<file path="src/rtl/triplet_packer.sv">
// Groups a serial ready/valid sample stream into a/b/c triplets for the averager, and tracks avg validity.
// Optional PARTIAL_FLUSH_EN: flush pads and closes a partial triplet; otherwise flush is ignored.
module triplet_packer #(
  parameter int unsigned DATA_W   = 8,
  parameter int unsigned PIPE_LAT = 3,
  parameter int unsigned CNT_W    = 16
) (
  input  logic              clk,
  input  logic              rst,
  input  logic [DATA_W-1:0] in_data,
  input  logic              in_valid,
  output logic              in_ready,
  input  logic              flush,
  output logic [DATA_W-1:0] a,
  output logic [DATA_W-1:0] b,
  output logic [DATA_W-1:0] c,
  output logic              out_valid,
  input  logic              out_ready,
  output logic              avg_valid,
  output logic [CNT_W-1:0]  trip_cnt
);

  typedef enum logic [1:0] {S0, S1, S2, S3} state_t;

  state_t              state, state_nxt;
  logic                accept, fire, flush_en;
  logic [PIPE_LAT-1:0] v;

`ifdef PARTIAL_FLUSH_EN
  assign flush_en = flush;
`else
  logic unused_flush;
  assign unused_flush = flush;
  assign flush_en     = 1'b0;
`endif

  assign accept = in_valid & in_ready;
  assign fire   = out_valid & out_ready;

  always_ff @(posedge clk) begin
    if (rst) state <= S0;
    else     state <= state_nxt;
  end

  always_comb begin
    state_nxt = state;
    unique case (state)
      S0: if (accept) state_nxt = S1;
      S1: begin
        if (flush_en)    state_nxt = S3;
        else if (accept) state_nxt = S2;
      end
      S2: if (accept || flush_en) state_nxt = S3;
      S3: if (fire) state_nxt = accept ? S1 : S0;
      default: state_nxt = S0;
    endcase
  end

  // Ready stays up in S3 when downstream drains this cycle, giving zero-bubble reload.
  always_comb begin
    out_valid = (state == S3);
    in_ready  = (state != S3) | out_ready;
  end

  // Flush pads with the newest sample: an accepted same-cycle sample wins over the held one.
  always_ff @(posedge clk) begin
    if (rst) begin
      a <= '0;
      b <= '0;
      c <= '0;
    end else begin
      unique case (state)
        S0: if (accept) a <= in_data;
        S1: begin
          if (accept) b <= in_data;
          if (flush_en) begin
            if (accept) begin
              c <= in_data;
            end else begin
              b <= a;
              c <= a;
            end
          end
        end
        S2: begin
          if (accept)        c <= in_data;
          else if (flush_en) c <= b;
        end
        S3: if (fire && accept) a <= in_data;
        default: ;
      endcase
    end
  end

  always_ff @(posedge clk) begin
    if (rst) begin
      v        <= '0;
      trip_cnt <= '0;
    end else begin
      v[0] <= fire;
      for (int unsigned i = 1; i < PIPE_LAT; i++) v[i] <= v[i-1];
      if (fire) trip_cnt <= trip_cnt + CNT_W'(1);
    end
  end

  assign avg_valid = v[PIPE_LAT-1];

endmodule

</file>
<file path="config.mk">
export PLATFORM = sky130hd
export DESIGN_NAME = triplet_packer
export DESIGN_NICKNAME = d
export VERILOG_FILES = /design/src/rtl/triplet_packer.sv
export SDC_FILE = /design/constraint.sdc
export NUM_CORES = 1
export LEC_CHECK = 0
export ABC_AREA = 1
export BUFFER_PORTS_ARGS = -buffer_cell sky130_fd_sc_hd__clkbuf_2
export CELL_PAD_IN_SITES_DETAIL_PLACEMENT = 0
export CELL_PAD_IN_SITES_GLOBAL_PLACEMENT = 2
export CORE_UTILIZATION = 28
export DETAILED_ROUTE_END_ITERATION = 7
export PLACE_DENSITY_LB_ADDON = 0.2
export SLEW_MARGIN = 10
export SYNTH_ARGS = -nofsm -noshare
export SYNTH_HDL_FRONTEND = slang
export SYNTH_SLANG_ARGS = --single-unit
</file>
<file path="constraint.sdc">
create_clock -name clk -period 2 [get_ports clk]
set_clock_uncertainty 0.05 [all_clocks]
set_input_delay 0.2 -clock clk [delete_from_list [all_inputs] [get_ports clk]]
set_output_delay 0.2 -clock clk [all_outputs]
set_load 0.01 [all_outputs]
</file>
# Word level (Yosys, flattened, before mapping)
# Index checks and enable logic that the tools add are counted.
# op_classes
n_addsub,1
n_eq_ne,9
muxes,9
bitwise_logic,3
reduce_logical,7
# op_table
cell,count
$add 16x1->16 const B,1
$mux 8,2
$pmux 8 s2,1
$mux 2,4
$ne 2x2->1 const B,4
$pmux 2 s4,1
$eq 2x2->1 const B,2
$ne 2x1->1 const B,2
$reduce_and 2->1,2
$reduce_and 4->1,1
$reduce_and 3->1,1
$and 1x1->1,2
$eq 2x1->1 const B,1
$logic_not 2->1,1
$reduce_bool 2->1,1
$logic_and 1x1->1,1
$mux 1,1
$or 1x1->1,1
# word_totals
ff_bits,45
output_inout_bits,43
word_cells,35

# Longest topological paths before layout
# Gate-level depths: netlist of run 1.
# logic_depth
depth_word,6
mapped_depth,10
ltp_nobuf,9

# Worst setup path before layout of run 1
# Ideal clock, no wire load.
# synth_timing
path_kind,register to register
startpoint,register state[0]
endpoint,register trip_cnt[13]
setup_time_ns,0.115
t_arrival_ns,1.344
t_required_ns,1.835
slack_ns,0.491
stages_incl_launch_ff,10
synth_period_minus_slack_ns,1.509
path_cell_list,dfxtp_1 -> ha_1 -> buf_6 -> nand2_4 -> nor2_2 -> nand2_1 -> nor2_2 -> nand3_1 -> nand2_1 -> nor2_1
# synth_via
elab_chain_cells,2
# synth_lines
element,line_no,rtl
"start, declared",25,"state_t state, state_nxt;"
"start signal, assigned",42,else state <= state_nxt;
$eq 2x2->1,61,out_valid = (state == S3);
named net out_valid,17,"output logic out_valid,"
$and 1x1->1,38,assign fire = out_valid & out_ready;
"end signal, assigned",102,if (fire) trip_cnt <= trip_cnt + CNT_W'(1);
"end, declared",20,output logic [CNT_W-1:0] trip_cnt
# The timed path passes the listed nets, and every way through them passes these cells.
# A chain may end at the register's enable or synchronous reset.

# Final worst setup path of run 1
# layout_timing
startpoint,register state[1]
endpoint,register c[3]
# layout_via
elab_chain_cells,4
word_cells_on_any_way,5
# layout_lines
element,line_no,rtl
$ne 2x2->1,62,in_ready = (state != S3) | out_ready;
$or 1x1->1,62,
$and 1x1->1,37,assign accept = in_valid & in_ready;
$reduce_and 2->1 (no line) *,-,
"end signal, assigned",78,c <= in_data;
"end signal, assigned",86,if (accept) c <= in_data;
"end, declared",16,"output logic [DATA_W-1:0] c,"
# Every way passes the cells marked *; elsewhere a longest branch is shown, timed or not.

==> results_dict.tcl, run 1 <==
set metrics [dict create \
    yosys.area.top_type "dfxtp_1" \
    synth_edf_count 0 \
    areaGrowthSynthToFinish_pct 24.6 \
    numPortBuffers 54 \
    syn-instance-count 261 \
    path_class "reg2reg" \
    period_needed_ns 1.63 \
    drtIter0Drc 126 \
    crit_chain "ha_1 -> nand2_2 -> nand2_2 -> inv_4 -> nand2_1 -> nand2_1 -> a21oi_1" \
    start_kind "flip-flop" \
    core_area_um2 6830 \
    grt_pass1_vias 1657 \
    cap_violations 0 \
    slowest_stage "dfxtp_1" \
    cpPeakStageDelay_ns 0.43 \
    htreeDepth 2 \
    timing.fmax_mhz 612 \
    synth_top_family_by_area "simple AND/OR/NAND/NOR gates" \
    fp.dieW_um 86.2 \
    critical_path.startpoint "state[1]" \
    numPlacedInstances 403 \
    drtAntennaViolNets 0 \
    dp_slack_ns 0.395 \
    synth_mux_area_share_pct 0 \
    routedWlPerCell_um 12.2 \
    hp-class "in2reg" \
    clock_sinks 45 \
    synth_warnings 0 \
    drive_gt1_share_pct 25.4 \
    tightest_slew_ns 0.424 \
    ys_seq_area_share_pct 45.3 \
    powerDensity_nw_per_um2 1030 \
    drc 0 \
    wl_um 5020 \
    firstDrtPassIters 4 \
    start_util_pct 29.1 \
    synthArstFlopShare_pct 0 \
    finalHoldViolCount 0 \
    grt_pass1_wl_um 8150 \
    r2r_setup_slack_ns 0.37 \
    hp-start "in_data[7]" \
    vias_per_cell 4.41 \
    setup_ws_ns 0.367 \
    boundaryPins 56 \
    fin_setup_tns_ns 0 \
    place_hpwl_um 3660 \
    stdcell_count 411 \
    grt_max_degree 33 \
    peakVddDrop_mv 0.281 \
    critPathArrivalTime_ns 1.81 \
    num_antenna_cells 0 \
    synthXorXnorAreaFrac_pct 0.441 \
    place_congestion 0.689 \
    netlist_top_cells_count "nand2_1, dfxtp_1, a21oi_1, nor2_1, nand3_1" \
    end_kind "flip-flop" \
    antenna_found_initial 0 \
    num-fill-cells 749 \
    finish.utilization_pct 36.2 \
    path_clk_slew_ns 0.10 \
    cts.repair.resized 0 \
    synth_area_leaders "dfxtp_1, nand2_1, a21oi_1" \
    r2r_start "state[1]" \
    grt-ovfl-total 0 \
    row_count 30 \
    final.period_utilization_pct 81.6 \
    clockBufferDepth 2 \
    power.leakage_nw 1.06 \
    syn_avg_cell_area_um2 7.61 \
    synth_compound_gate_area_share_pct 14.3 \
    clk_latency_ns 0.29 \
    path_max_fanout 18 \
    grt_setup_unrepaired "no" \
    cts_made_buffers 5 \
    hold_buffers 0 \
    synth-simple-area-share_pct 29.0 \
    die_y_um 86.2 \
    grt_util_all_layers_pct 14.1 \
    synth_seq_cells 45 \
    vias 1811 \
    yosysTopAreaCellShare_pct 45.3 \
    syn-cell-area_um2 1990 \
    status "finished clean" \
    cts_root_buf "clkbuf_8" \
    synth.most_common_cell "nand2_1" \
    postCtsSetupBuffers 0 \
    cts_tree "done" \
    synthFlopType "dfxtp_1" \
    nets 333 \
    relSlewSlack_pct 71.7 \
    synthAdderAreaFrac_pct 3.78 \
    cp.required_ns 2.18 \
    setup_viol 0 \
    synth_cell_types 29 \
    die-area_um2 7440 \
    synth_nets 280 \
    drv_slew 0 \
]
[worst paths after layout]
check | end | depth (start not counted)
worst max-delay path | c[3] | 7
worst min-delay path | b[7] | 3
worst min register to register | v[2] | 2
worst max register to register | c[3] | 7
[state kept, by name (all words and copies together) (netlist names)]
signal / cells
b: 8
state: 2
a: 8
c: 8
trip_cnt: 16
v: 3
[cell type report]
type,instances,area [um^2],share of cell area (%)
clock buffers,5,68.8,2.78
clock inverters,3,68.8,2.78
inverters,21,81.3,3.28
multi-input cells,184,943,38.1
flip-flops and latches,45,901,36.4
well taps,96,120,4.85
repair buffers,57,293,11.8
[per-stage QoR]
stage	hold WS (ns)	power (mW)	cell area (um^2)
floorplan	0.314	1.53	1990
global placement	0.342	1.75	2340
detailed placement	0.345	1.75	2340
CTS	0.127	2.60	2480
global route	0.140	2.73	2480
finish	0.137	2.56	2480
[placed cells by master (no fill, tap or decap), types with 2 or more instances in the layout]
master | netlist | layout
a21oi_1 | 35 | 35
and3_1 | 2 | 2
buf_4 | 1 | 3
bufinv_16 | 0 | 2
clkbuf_2 | 0 | 54
clkbuf_8 | 0 | 5
dfxtp_1 | 45 | 45
ha_1 | 6 | 6
inv_1 | 18 | 18
inv_2 | 2 | 2
nand2_1 | 60 | 60
nand2_2 | 2 | 2
nand2_4 | 2 | 2
nand3_1 | 24 | 24
nor2_1 | 25 | 25
nor2_2 | 4 | 4
nor3_1 | 3 | 3
o211ai_1 | 8 | 8
o21ai_0 | 4 | 4
[power breakdown]
group          switching, mW  internal, mW
logic                  0.414         0.239
registers             0.0684         0.995
clock network          0.341         0.503
[cells by family after synthesis]
family	Yosys count
AO/OA/AOI/OAI	51
flip-flops	45
buffers and inverters	32
XOR/XNOR	1
adder cells (fa/ha/maj)	6
AND/OR/NAND/NOR	126
[per-layer routing]
layer  vias up  track usage (%)  share of wire [%]
li1        960                -                  -
met1       814             17.7                 49
met2        33             24.2                 47
met3         4             3.14                3.5
met4         0             4.09               0.72
met5         -                0                  0
[worst max-delay path, delay by kind of cell (launching register included)]
family / cells / cell delay [ns]
AO/OA/AOI/OAI: 1 / 0.14
adder cells (fa/ha/maj): 1 / 0.28
buffers and inverters: 1 / 0.10
flip-flops: 1 / 0.43
AND/OR/NAND/NOR: 4 / 0.56
Power figures use the tool's default switching activity.
==> run 2: changes to the inputs <==
Settings changed: CORE_UTILIZATION 28 to 25.
Clock period 2 ns to 1.45 ns, I/O delays scaled along.
==> run 2 against run 1 <==
Effect of this change:
- total power increased by 44%
- flip-flop and latch count unchanged
- clock power increased by 20%
- final area increased by 8.8%
- largest cell class unchanged
- register-to-register slack got worse by 0.27 ns
- hold slack got worse by 0.059 ns
- die area increased by 12%
- via count increased by 5.5%
- sequential power increased by 41%
==> results_dict.tcl, run 2 (same netlist as run 1, synthesis figures left out) <==
set metrics [dict create \
    tightest_slew_ns 0.431 \
    cpPeakStageDelay_ns 0.38 \
    crit_chain "ha_4 -> nand2_2 -> buf_4 -> clkbuf_2" \
    timing.fmax_mhz 722 \
    dr.max_layer_used "met4" \
    clockBufferDepth 2 \
    num_antenna_cells 0 \
    grt_pass1_vias 1828 \
    layout_commonest_cell "nand2_1" \
    drtIter0Drc 77 \
    dr_wl_met2_um 2310 \
    grt_util_all_layers_pct 13.5 \
    fp.dieW_um 91.2 \
    boundaryPins 56 \
    cap_violations 0 \
    cts_tree "done" \
    regMostFlops "trip_cnt" \
    wl_um 5270 \
    drive_gt1_share_pct 32.5 \
    antenna_found_initial 0 \
    setup_viol 0 \
    numPortBuffers 54 \
    die_y_um 91.2 \
    place_congestion 0.708 \
    firstDrtPassIters 4 \
    path_clk_slew_ns 0.09 \
    place_hpwl_um 3920 \
    clk_latency_ns 0.30 \
    peakVddDrop_mv 0.817 \
    grt_setup_unrepaired "yes" \
    hold_buffers 0 \
    fin_setup_tns_ns 0 \
    whs_ns 0.0781 \
    largest_reg_flops 16 \
    powerDensity_nw_per_um2 1370 \
    period_needed_ns 1.39 \
    relSlewSlack_pct 71.2 \
    power.leakage_nw 1.15 \
    wl_met3_um 206 \
    start_kind "flip-flop" \
    areaGrowthSynthToFinish_pct 35.6 \
    hp-start "in_data[2]" \
    power.total_mw 3.69 \
    grt_pass1_wl_um 8890 \
    grt_max_degree 33 \
    critPathArrivalTime_ns 1.19 \
    cp.required_ns 1.25 \
    grt-ovfl-total 0 \
    drv_slew 0 \
    end_kind "output port" \
    clock_sinks 45 \
    path_class "reg2out" \
    final_design_area_no_fill_um2 2700 \
    die-area_um2 8310 \
    row_count 32 \
    hp-class "in2reg" \
    vias 1911 \
    r2r_start "state[1]" \
    drtAntennaViolNets 0 \
    slowest_stage "dfxtp_4" \
    final.period_utilization_pct 95.6 \
    final_cell_mix "nand2_1, clkbuf_2, dfxtp_1, a21oi_1" \
    finalHoldViolCount 0 \
    vias_per_cell 4.37 \
    cts_made_buffers 5 \
    htreeDepth 2 \
    post_dp_cell_area_um2 2520 \
    routedWlPerCell_um 12.1 \
    path_max_fanout 4 \
    status "finished clean" \
    cts_root_buf "clkbuf_8" \
    num-fill-cells 876 \
    m1WireLength_um 2670 \
    core_area_um2 7690 \
    drc 0 \
    nets 353 \
    start_util_pct 25.8 \
    critical_path.startpoint "state[1]" \
]
==> run 2: cell types whose count changed in the layout (fill, tap and decap cells not counted), moves of 2 or more <==
cell | previous run | this run
ha_2 | 0 | 2
buf_4 | 3 | 21
dfxtp_4 | 0 | 2
dfxtp_1 | 45 | 41
dfxtp_2 | 0 | 2
buf_12 | 0 | 2
ha_1 | 6 | 3
==> run 2: area by class of cell <==
cell class / instances / area [um^2] / area share, %
clock inverters: 2 / 37.5 / 1.39
clock buffers: 6 / 82.6 / 3.06
inverters: 21 / 83.8 / 3.11
flip-flops and latches: 45 / 911 / 33.8
well taps: 102 / 128 / 4.74
multi-input cells: 184 / 985 / 36.5
repair buffers: 77 / 468 / 17.4
==> run 2: repair_timing <==
item                       CTS  global route
setup endpoints to repair    4            14
hold endpoints to repair     0             0
pin swaps                    0             3
setup buffers                0             0
gates resized for setup      3            11
==> run 2: routing by layer <==
metal,track usage (%),vias to the layer above
met5,0,-
met4,4.76,0
met3,2.60,8
met2,21.3,34
met1,18.3,868
li1,-,1001
==> run 2: worst max-delay path: cells and delay by family, from the launching register on <==
kind | cells | cell delay, ns
adder cells (fa/ha/maj) | 1 | 0.19
buffers and inverters | 2 | 0.25
flip-flops | 1 | 0.38
AND/OR/NAND/NOR | 1 | 0.07
==> run 2: final timing paths <==
path	cells past startpoint	slack, ns	endpoint
hold / removal	3	0.08	c[2]
hold reg to reg	2	0.36	v[2]
setup / recovery	4	0.06	in_ready
setup reg to reg	7	0.10	a[7]
==> run 2: per-stage QoR <==
step	worst slack [ns]	instances	util, %
after floorplan	-0.0190	261	-
after global placement	0.0288	429	32.8
after detailed placement	0.00849	429	32.8
after CTS	0.0154	437	34.6
after global routing	-0.0101	437	35.1
final	0.0643	437	35.1
==> run 2: power by group <==
group	total [mW]	leakage, nW	switching [mW]	internal, mW
registers	1.49	0.367	0.102	1.39
clock network	1.01	0.0574	0.447	0.561
logic	1.19	0.728	0.654	0.538
